### src/rtl/toe_cam_client.sv
// toe_cam_client: initiator side of the TOE session CAM lookup/update interfaces.
// Optional statistics counters are compiled in when TOE_CAM_CLIENT_STATS_EN is defined.
module toe_cam_client #(
    parameter int K       = 96,
    parameter int V       = 14,
    parameter int DEPTH   = 4,
    parameter int TIMEOUT = 1024
) (
    input  logic         clk,
    input  logic         rst_n,
    input  logic         init_done,
    input  logic         req_valid,
    output logic         req_ready,
    input  logic [K-1:0] req_key,
    input  logic         req_allocate,
    output logic         rsp_valid,
    input  logic         rsp_ready,
    output logic         rsp_hit,
    output logic         rsp_new,
    output logic [K-1:0] rsp_key,
    output logic [V-1:0] rsp_value,
    input  logic         del_valid,
    output logic         del_ready,
    input  logic [K-1:0] del_key,
    input  logic         free_id_valid,
    output logic         free_id_ready,
    input  logic [V-1:0] free_id,
    output logic         lookup_req_valid,
    output logic [K-1:0] lookup_req_key,
    input  logic         lookup_resp_valid,
    input  logic         lookup_resp_hit,
    input  logic [K-1:0] lookup_resp_key,
    input  logic [V-1:0] lookup_resp_value,
    input  logic         update_ready,
    output logic         update_valid,
    output logic         update_op,
    output logic [K-1:0] update_key,
    output logic         update_static,
    output logic [V-1:0] update_value,
`ifdef TOE_CAM_CLIENT_STATS_EN
    output logic [31:0]  stat_lookups,
    output logic [31:0]  stat_hits,
    output logic [31:0]  stat_inserts,
    output logic [31:0]  stat_deletes,
`endif
    output logic         err_timeout
);

    localparam int CW = $clog2(DEPTH + 1);
    localparam int PW = $clog2(DEPTH);
    localparam int WW = $clog2(TIMEOUT + 1);
    localparam logic [WW-1:0] WD_LOAD = WW'(TIMEOUT - 1);

    // state   | meaning
    // IDLE    | inspect response FIFO head, or start a pending delete when FIFO empty
    // WAIT_ID | waiting for a free session ID for an insert-on-miss
    // INSERT  | CAM insert of (head key, fresh ID) until accepted
    // DELETE  | CAM delete of latched key until accepted
    // RESP    | present response to TOE until accepted, then pop head
    typedef enum logic [2:0] {S_IDLE, S_WAIT_ID, S_INSERT, S_DELETE, S_RESP} state_t;
    state_t state, state_nxt;

    logic [CW-1:0] outstanding, fifo_count;
    logic [PW-1:0] tag_wr, tag_rd, rf_wr, rf_rd;
    logic [WW-1:0] wd_cnt;
    logic          tag_mem  [DEPTH];
    logic          rf_hit   [DEPTH];
    logic          rf_alloc [DEPTH];
    logic [K-1:0]  rf_key   [DEPTH];
    logic [V-1:0]  rf_value [DEPTH];

    logic         accept, resp_take, wd_fire, head_valid, head_pop;
    logic         h_hit, h_alloc;
    logic [K-1:0] h_key;
    logic [V-1:0] h_value;

    logic         last_ins_valid;
    logic [K-1:0] last_ins_key;
    logic [V-1:0] last_ins_value;
    logic [V-1:0] id_q;
    logic [K-1:0] del_key_q;
    logic         del_first;
    logic         rsp_hit_q, rsp_new_q;
    logic [V-1:0] rsp_value_q;

    logic         load_rsp, rsp_hit_nxt, rsp_new_nxt, take_id, del_start, ins_done, del_done;
    logic [V-1:0] rsp_value_nxt;

    assign req_ready  = init_done & (({1'b0, outstanding} + {1'b0, fifo_count}) < (CW + 1)'(DEPTH));
    assign accept     = req_valid & req_ready;
    assign resp_take  = lookup_resp_valid & (outstanding != '0);
    assign wd_fire    = (outstanding != '0) & ~lookup_resp_valid & (wd_cnt == '0);
    assign head_valid = (fifo_count != '0);
    assign head_pop   = (state == S_RESP) & rsp_ready;

    assign h_hit   = rf_hit[rf_rd];
    assign h_alloc = rf_alloc[rf_rd];
    assign h_key   = rf_key[rf_rd];
    assign h_value = rf_value[rf_rd];

    assign rsp_hit       = rsp_hit_q;
    assign rsp_new       = rsp_new_q;
    assign rsp_value     = rsp_value_q;
    assign rsp_key       = h_key;
    assign update_static = 1'b0;

    // A watchdog expiry abandons every in-flight tag; a same-cycle accept survives.
    always_ff @(posedge clk or negedge rst_n) begin
        if (!rst_n) begin
            lookup_req_valid <= 1'b0;
            lookup_req_key   <= '0;
            outstanding      <= '0;
            tag_wr           <= '0;
            tag_rd           <= '0;
            wd_cnt           <= WD_LOAD;
            err_timeout      <= 1'b0;
        end else begin
            lookup_req_valid <= accept;
            if (accept) begin
                lookup_req_key <= req_key;
                tag_wr         <= tag_wr + 1'b1;
            end
            if (wd_fire) begin
                err_timeout <= 1'b1;
                tag_rd      <= tag_wr;
                outstanding <= CW'(accept);
            end else begin
                if (resp_take) tag_rd <= tag_rd + 1'b1;
                outstanding <= outstanding + CW'(accept) - CW'(resp_take);
            end
            if ((outstanding == '0) || lookup_resp_valid || wd_fire) wd_cnt <= WD_LOAD;
            else                                                       wd_cnt <= wd_cnt - 1'b1;
        end
    end

    always_ff @(posedge clk) begin
        if (accept) tag_mem[tag_wr] <= req_allocate;
        if (resp_take) begin
            rf_hit[rf_wr]   <= lookup_resp_hit;
            rf_key[rf_wr]   <= lookup_resp_key;
            rf_value[rf_wr] <= lookup_resp_value;
            rf_alloc[rf_wr] <= tag_mem[tag_rd];
        end
    end

    always_ff @(posedge clk or negedge rst_n) begin
        if (!rst_n) begin
            rf_wr      <= '0;
            rf_rd      <= '0;
            fifo_count <= '0;
        end else begin
            if (resp_take) rf_wr <= rf_wr + 1'b1;
            if (head_pop)  rf_rd <= rf_rd + 1'b1;
            fifo_count <= fifo_count + CW'(resp_take) - CW'(head_pop);
        end
    end

    always_comb begin
        state_nxt     = state;
        load_rsp      = 1'b0;
        rsp_hit_nxt   = 1'b0;
        rsp_new_nxt   = 1'b0;
        rsp_value_nxt = h_value;
        take_id       = 1'b0;
        del_start     = 1'b0;
        ins_done      = 1'b0;
        del_done      = 1'b0;
        free_id_ready = 1'b0;
        del_ready     = 1'b0;
        update_valid  = 1'b0;
        update_op     = 1'b0;
        update_key    = h_key;
        update_value  = id_q;
        rsp_valid     = 1'b0;
        case (state)
            S_IDLE: begin
                if (head_valid) begin
                    if (h_hit || !h_alloc) begin
                        state_nxt   = S_RESP;
                        load_rsp    = 1'b1;
                        rsp_hit_nxt = h_hit;
                    end else if (last_ins_valid && (h_key == last_ins_key)) begin
                        // Key inserted moments ago but looked up before the CAM saw it.
                        state_nxt     = S_RESP;
                        load_rsp      = 1'b1;
                        rsp_hit_nxt   = 1'b1;
                        rsp_value_nxt = last_ins_value;
                    end else begin
                        state_nxt = S_WAIT_ID;
                    end
                end else if (del_valid && init_done) begin
                    state_nxt = S_DELETE;
                    del_start = 1'b1;
                end
            end
            S_WAIT_ID: begin
                free_id_ready = 1'b1;
                if (free_id_valid) begin
                    take_id   = 1'b1;
                    state_nxt = S_INSERT;
                end
            end
            S_INSERT: begin
                update_valid = 1'b1;
                if (update_ready) begin
                    ins_done      = 1'b1;
                    load_rsp      = 1'b1;
                    rsp_hit_nxt   = 1'b1;
                    rsp_new_nxt   = 1'b1;
                    rsp_value_nxt = id_q;
                    state_nxt     = S_RESP;
                end
            end
            S_DELETE: begin
                del_ready    = del_first;
                update_valid = 1'b1;
                update_op    = 1'b1;
                update_key   = del_key_q;
                update_value = '0;
                if (update_ready) begin
                    del_done  = 1'b1;
                    state_nxt = S_IDLE;
                end
            end
            S_RESP: begin
                rsp_valid = 1'b1;
                if (rsp_ready) state_nxt = S_IDLE;
            end
            default: state_nxt = S_IDLE;
        endcase
    end

    always_ff @(posedge clk or negedge rst_n) begin
        if (!rst_n) begin
            state          <= S_IDLE;
            id_q           <= '0;
            del_key_q      <= '0;
            del_first      <= 1'b0;
            rsp_hit_q      <= 1'b0;
            rsp_new_q      <= 1'b0;
            rsp_value_q    <= '0;
            last_ins_valid <= 1'b0;
            last_ins_key   <= '0;
            last_ins_value <= '0;
        end else begin
            state     <= state_nxt;
            del_first <= del_start;
            if (take_id)   id_q      <= free_id;
            if (del_start) del_key_q <= del_key;
            if (load_rsp) begin
                rsp_hit_q   <= rsp_hit_nxt;
                rsp_new_q   <= rsp_new_nxt;
                rsp_value_q <= rsp_value_nxt;
            end
            if (ins_done) begin
                last_ins_valid <= 1'b1;
                last_ins_key   <= h_key;
                last_ins_value <= id_q;
            end else if (del_done && (del_key_q == last_ins_key)) begin
                last_ins_valid <= 1'b0;
            end
        end
    end

`ifdef TOE_CAM_CLIENT_STATS_EN
    always_ff @(posedge clk or negedge rst_n) begin
        if (!rst_n) begin
            stat_lookups <= '0;
            stat_hits    <= '0;
            stat_inserts <= '0;
            stat_deletes <= '0;
        end else begin
            if (lookup_req_valid)                  stat_lookups <= stat_lookups + 1'b1;
            if (resp_take && lookup_resp_hit)      stat_hits    <= stat_hits + 1'b1;
            if (ins_done)                          stat_inserts <= stat_inserts + 1'b1;
            if (del_ready && del_valid)            stat_deletes <= stat_deletes + 1'b1;
        end
    end
`endif

endmodule
### config.mk
export PLATFORM = sky130hd
export DESIGN_NAME = toe_cam_client
export DESIGN_NICKNAME = d
export VERILOG_FILES = /design/src/rtl/toe_cam_client.sv
export SDC_FILE = /design/constraint.sdc
export NUM_CORES = 1
export LEC_CHECK = 0
export CORE_ASPECT_RATIO = 1.5
export CORE_MARGIN = 2
export CORE_UTILIZATION = 51
export CTS_CLUSTER_SIZE = 40
export DETAILED_ROUTE_END_ITERATION = 8
export PLACE_DENSITY = 0.82
export SYNTH_ARGS = -nofsm -noshare
export SYNTH_HDL_FRONTEND = slang
export SYNTH_SLANG_ARGS = --single-unit
### constraint.sdc
create_clock -name clk -period 5.4 [get_ports clk]
set_clock_uncertainty 0.1 [all_clocks]
set_input_delay 0.81 -clock clk [delete_from_list [all_inputs] [get_ports clk]]
set_output_delay 0.81 -clock clk [all_outputs]
set_load 0.03 [all_outputs]
==> results.json, run 1 <==
{
  "drt-wirelength-per-cell_um": 29.9,
  "yosysMostFrequentCell": "nand2_1",
  "grt_max_degree": 137,
  "ys_top_cells_by_count": "nand2_1, edfxtp_1, dfrtp_1",
  "dr.pass1.iters": 6,
  "io_buffers": 652,
  "coreArea_mm2": 0.0679,
  "syn_nets": 3004,
  "synthSimpleGateAreaFrac_pct": 9.83,
  "critPathArrivalTime_ns": 3.89,
  "grt_first_pass_wirelength_um": 181000,
  "synth_top_family_by_area": "multiplexers",
  "final_nets": 3656,
  "area_growth_pct": 29.0,
  "postCtsResizedCells": 0,
  "cts_root_buffer": "clkbuf_16",
  "wirelength_um": 128000,
  "grt_overflow": 0,
  "top_layer": "met5",
  "leakage_nw": 17.8,
  "rsz0062_at_grt": "no",
  "hpwl_um": 95700,
  "gp_congestion": 0.990,
  "grt_pass1_vias": 25700,
  "synthMuxAreaShare_pct": 13.3,
  "powerDensity_mw_per_mm2": 691,
  "final-hold-violation-count": 0,
  "synthArstFlopShare_pct": 44.6,
  "clockBufferDepth": 3,
  "synth_ff_type": "edfxtp_1",
  "setup_tns_ns": 0,
  "ios": 654,
  "ys_seq_area_share_pct": 64.7,
  "drc": 0,
  "startpoint_type": "flop",
  "rows": 117,
  "ant_nets": 0,
  "synthCells": 2660,
  "die_h_um": 325,
  "hold_buffers": 0,
  "end_kind": "output port",
  "wl_met1_um": 43100,
  "clk_pin_slew_worst_paths_ns": 0.07,
  "outcome": "finished clean",
  "die_x_um": 218,
  "vdd_drop_max_v": 0.000472,
  "max_freq_mhz": 208,
  "tritoncts": "done",
  "synth-adder-area-share_pct": 0.650,
  "grt.total_usage_pct": 36.1,
  "synth_cell_types": 68,
  "worstPathMaxFanout": 32,
  "worst_slack_ns": 0.601,
  "synth-xor-area-share_pct": 2.95,
  "wl_met2_um": 62300,
  "viasPerCell": 5.96,
  "finalSetupViolations": 0,
  "cap_viol_max_count": 0,
  "synth_edf_count": 452,
  "route.vias.total": 25500,
  "worstMarginPinSlew_ns": 1.10,
  "wl_met3_um": 12400,
  "yosys_warnings": 0,
  "die-area_mm2": 0.0709,
  "worstHoldPathType": "in2async",
  "synthTopCellsByArea": "edfxtp_1, dfrtp_1, nand2_1",
  "cts_max_level": 3,
  "antenna_found_initial": 22,
  "drt_iter0_drc": 2505,
  "power.total_mw": 31.2,
  "place_ws_ns": 1.15,
  "finalCritPeriodShare_pct": 88.9,
  "ys_seq_elements": 816,
  "report.final.slew_viol_count": 0,
  "critPathRequiredTime_ns": 4.49,
  "criticalPathCategory": "reg2out",
  "r2r_cells": 11,
  "post-route-min-period_ns": 4.80,
  "cts_buffers": 77,
  "drive_gt1_share_pct": 13.7,
  "synth_top_area_share_pct": 38.7,
  "initial_utilization_pct": 51.6,
  "fillers": 4930,
  "synth_compound_area_share_pct": 5.68,
  "clk_latency_ns": 0.64,
  "relSlewSlack_pct": 26.2,
  "syn_area_mm2": 0.0351,
  "avgSynthCellArea_um2": 13.2,
  "cts_sinks": 816,
  "synth_top_area_cell": "edfxtp_1",
  "postCtsSetupBuffers": 0
}
## final timing paths
path	slack, ns	start	to
worst max-delay path	0.60	rf_rd[0]	update_key[55]
worst min-delay path	0.009	rst_n	del_key_q[10]
worst max register to register	1.02	rf_rd[0]	rsp_value[7]
worst min register to register	0.36	wd_cnt[0]	wd_cnt[0]
max in group asynchronous	3.68	rst_n	last_ins_value[9]
min in group clk	0.36	wd_cnt[0]	wd_cnt[0]
## through the flow
stage | instance area, um2 | instances | util [%] | hold WS (ns)
2_1_floorplan | 35100 | 2660 | - | 0.335
3_3_place_gp | 42700 | 4125 | 62.8 | 0.346
3_5_place_dp | 42700 | 4125 | 62.8 | 0.351
4_1_cts | 45200 | 4265 | 66.5 | 0.0592
5_1_grt | 45200 | 4272 | 66.6 | 0.0741
6_report | 45200 | 4276 | 66.6 | 0.00863
## registers in the layout, indices dropped and copies added, names as in the netlist, 2 cells and up
name	flops
wd_cnt	11
rf_key	384
last_ins_value	14
rf_value	56
outstanding	3
rf_hit	4
del_key_q	96
tag_wr	2
id_q	14
tag_rd	2
rf_rd	2
fifo_count	3
state	3
rf_wr	2
lookup_req_key	96
rf_alloc	4
last_ins_key	96
rsp_value	14
tag_mem	4
## cell type report
class / count / area [um2] / share of cell area, %
clock inverter: 33 / 364 / 0.805
clock buffer: 107 / 2170 / 4.80
timing repair buffer: 701 / 7040 / 15.6
antenna: 11 / 27.5 / 0.0609
inverter: 106 / 399 / 0.883
multi-input combinational: 1610 / 11400 / 25.2
sequential: 816 / 22700 / 50.2
tap: 892 / 1120 / 2.47
## cells in the final DEF (no fill, tap or decap), types with 41 or more instances in the layout
cell and instances:
nand2_1 655, mux2_2 196, xor2_1 41, clkbuf_16 79, inv_1 104, edfxtp_1 452, xnor2_1 77, dfrtp_1 352
mux4_2 74, mux2i_1 77, o21ai_0 135, clkdlybuf4s50_1 651
## logic make-up after synthesis
family,after synthesis
compound gates,300
xor+xnor,118
fa+ha+maj,17
buf+inv,234
flops,816
mux,348
other cells,1
simple gates,826
## worst max-delay path, stage by stage (launching register included)
cell	delay (ns)
dfrtp_4	0.66
inv_2	0.63
mux2i_1	0.39
o21ai_0	0.73
clkdlybuf4s50_1	0.81
## layer usage
layer / global-route usage (%) / vias up
met3: 9.68 / 370
li1: - / 10800
met4: 24.5 / 16
met2: 59.6 / 1610
met1: 40.6 / 12700
met5: 0 / -
## power breakdown
group,switching (mW),internal (mW)
sequential,1.86,8.62
combinational,9.41,5.85
clock,2.32,3.19
total,13.6,17.7
Note: power is estimated with default switching activity, not from simulation.
==> inputs of run 2 (changes only) <==
--- a/config.mk
+++ b/config.mk
@@ -5,12 +5,13 @@
 export SDC_FILE = /design/constraint.sdc
 export NUM_CORES = 1
 export LEC_CHECK = 0
+export CAP_MARGIN = 20
 export CORE_ASPECT_RATIO = 1.5
 export CORE_MARGIN = 2
-export CORE_UTILIZATION = 51
+export CORE_UTILIZATION = 53
 export CTS_CLUSTER_SIZE = 40
 export DETAILED_ROUTE_END_ITERATION = 8
-export PLACE_DENSITY = 0.82
+export PLACE_DENSITY = 0.85
 export SYNTH_ARGS = -nofsm -noshare
 export SYNTH_HDL_FRONTEND = slang
 export SYNTH_SLANG_ARGS = --single-unit
==> results.json, run 2 (synthesis results as in run 1) <==
{
  "cap_viol_max_count": 0,
  "final-hold-violation-count": 0,
  "clk_latency_ns": 0.64,
  "rows": 115,
  "setup_tns_ns": 0,
  "clockBufferDepth": 3,
  "route.vias.total": 25700,
  "max_freq_mhz": 203,
  "end_kind": "output port",
  "die_x_um": 214,
  "relSlewSlack_pct": 24.5,
  "dr.pass1.iters": 8,
  "critPathTopFamily": "buffers and inverters",
  "p_comb_share_pct": 49.3,
  "die_h_um": 319,
  "powerDensity_mw_per_mm2": 695,
  "coreArea_mm2": 0.0655,
  "drc": 0,
  "startpoint_type": "flop",
  "grt.total_usage_pct": 37.9,
  "gp_congestion": 1.03,
  "critPathRequiredTime_ns": 4.49,
  "final_common_cell": "nand2_1",
  "drt-wirelength-per-cell_um": 30.3,
  "cpPeakStageDelay_ns": 0.90,
  "ios": 654,
  "worstMarginPinSlew_ns": 1.13,
  "p_switching_mw": 13.8,
  "fin_util_pct": 69.2,
  "io_buffers": 652,
  "postCtsResizedCells": 0,
  "finalSetupViolations": 0,
  "leakage_nw": 17.8,
  "path_cells": "buf_4 -> buf_4 -> o21a_1 -> mux2_2 -> clkdlybuf4s50_1",
  "finalCritPeriodShare_pct": 91.4,
  "outcome": "finished clean",
  "final_nets": 3664,
  "drt_iter0_drc": 3142,
  "seqPwrFrac_pct": 33.0,
  "grt_max_degree": 113,
  "tritoncts": "done",
  "vdd_drop_max_v": 0.000382,
  "criticalPathCategory": "reg2out",
  "postCtsSetupBuffers": 0,
  "drive_gt1_share_pct": 14.0,
  "grt_overflow": 0,
  "report.final.slew_viol_count": 0,
  "cp-startpoint": "rf_rd[0]",
  "cpMostUsedCell": "buf_4",
  "critPathArrivalTime_ns": 4.03,
  "wirelength_um": 129000,
  "initial_utilization_pct": 53.5,
  "r2r_cells": 10,
  "grt_first_pass_wirelength_um": 184000,
  "viasPerCell": 6.02,
  "hold_buffers": 0,
  "cp_slowest_cell": "dfrtp_4",
  "hpwl_um": 96700,
  "regToRegStartpoint": "rf_rd[0]",
  "cts_buffers": 77,
  "clk_pin_slew_worst_paths_ns": 0.07,
  "largest_reg_flops": 384,
  "ant_nets": 0,
  "area_growth_pct": 29.2,
  "grt_pass1_vias": 26000,
  "cp_num_buf_inv": 3,
  "cp.depth": 5,
  "endpoint": "update_key[19]",
  "die-area_mm2": 0.0683,
  "antenna_found_initial": 27,
  "switching_share_pct": 43.7,
  "r2r-end": "rsp_value[8]",
  "worstHoldPathType": "in2async",
  "intPower_mw": 17.7,
  "p_clk_share_pct": 17.7,
  "cts_max_level": 3,
  "r2r_slack_ns": 0.83,
  "worstPathMaxFanout": 42,
  "cts_sinks": 816,
  "cts_root_buffer": "clkbuf_16",
  "post-route-min-period_ns": 4.94,
  "regMostFlops": "rf_key",
  "rsz0062_at_grt": "no",
  "mostFrequentLayoutCells": "nand2_1, clkdlybuf4s50_1, edfxtp_1"
}
run 2: how the worst min path moves through the flow:
stage,slack [ns],endpoint,from,cells after the start
after CTS,0.09,del_key_q[19],rst_n,1
after global placement,0.35,wd_cnt[0],wd_cnt[0],1
after floorplan,0.34,wd_cnt[0],wd_cnt[0],1
after global routing,0.12,del_key_q[21],rst_n,1
final,0.07,del_key_q[21],rst_n,1
after detailed placement,0.35,wd_cnt[0],wd_cnt[0],1
run 2: area by class of cell:
class                           count  area, um2
Clock inverter                     27        302
Inverter                          106        398
Timing Repair Buffer              709       7080
Antenna cell                       11       27.5
Multi-Input combinational cell   1610      11400
Clock buffer                      113       2290
Tap cell                          877       1100
Fill cell                        4562      20200
Sequential cell                   816      22700
run 2: power by group through the flow:
stage	clock, mW	sequential [mW]	combinational (mW)
final	5.58	10.4	15.5
after global routing	5.86	10.5	16.0
after CTS	5.63	10.3	15.3
after detailed placement	0	10.4	15.2
after global placement	0	10.3	15.0
after floorplan	0	10.4	8.14
run 2: through the flow:
| stage | power [mW] | hold slack (ns) | worst slack, ns | instance area (um2) | instances |
|---|---|---|---|---|---|
| floorplan | 18.6 | 0.335 | 0.898 | 35100 | 2660 |
| global placement | 25.4 | 0.348 | 1.04 | 42700 | 4118 |
| detailed placement | 25.6 | 0.348 | 0.945 | 42700 | 4118 |
| CTS | 31.3 | 0.0888 | 0.444 | 45300 | 4258 |
| global route | 32.4 | 0.118 | 0.374 | 45300 | 4268 |
| finish | 31.5 | 0.0682 | 0.463 | 45300 | 4269 |
run 2: per-layer routing:
metal / vias up / track usage, % / part of all wire (%)
met1: 12700 / 41.1 / 32
met4: 24 / 30.6 / 9.5
met3: 454 / 10.6 / 10
met5: - / 0 / 0.14
li1: 10800 / - / -
met2: 1712 / 62.1 / 48
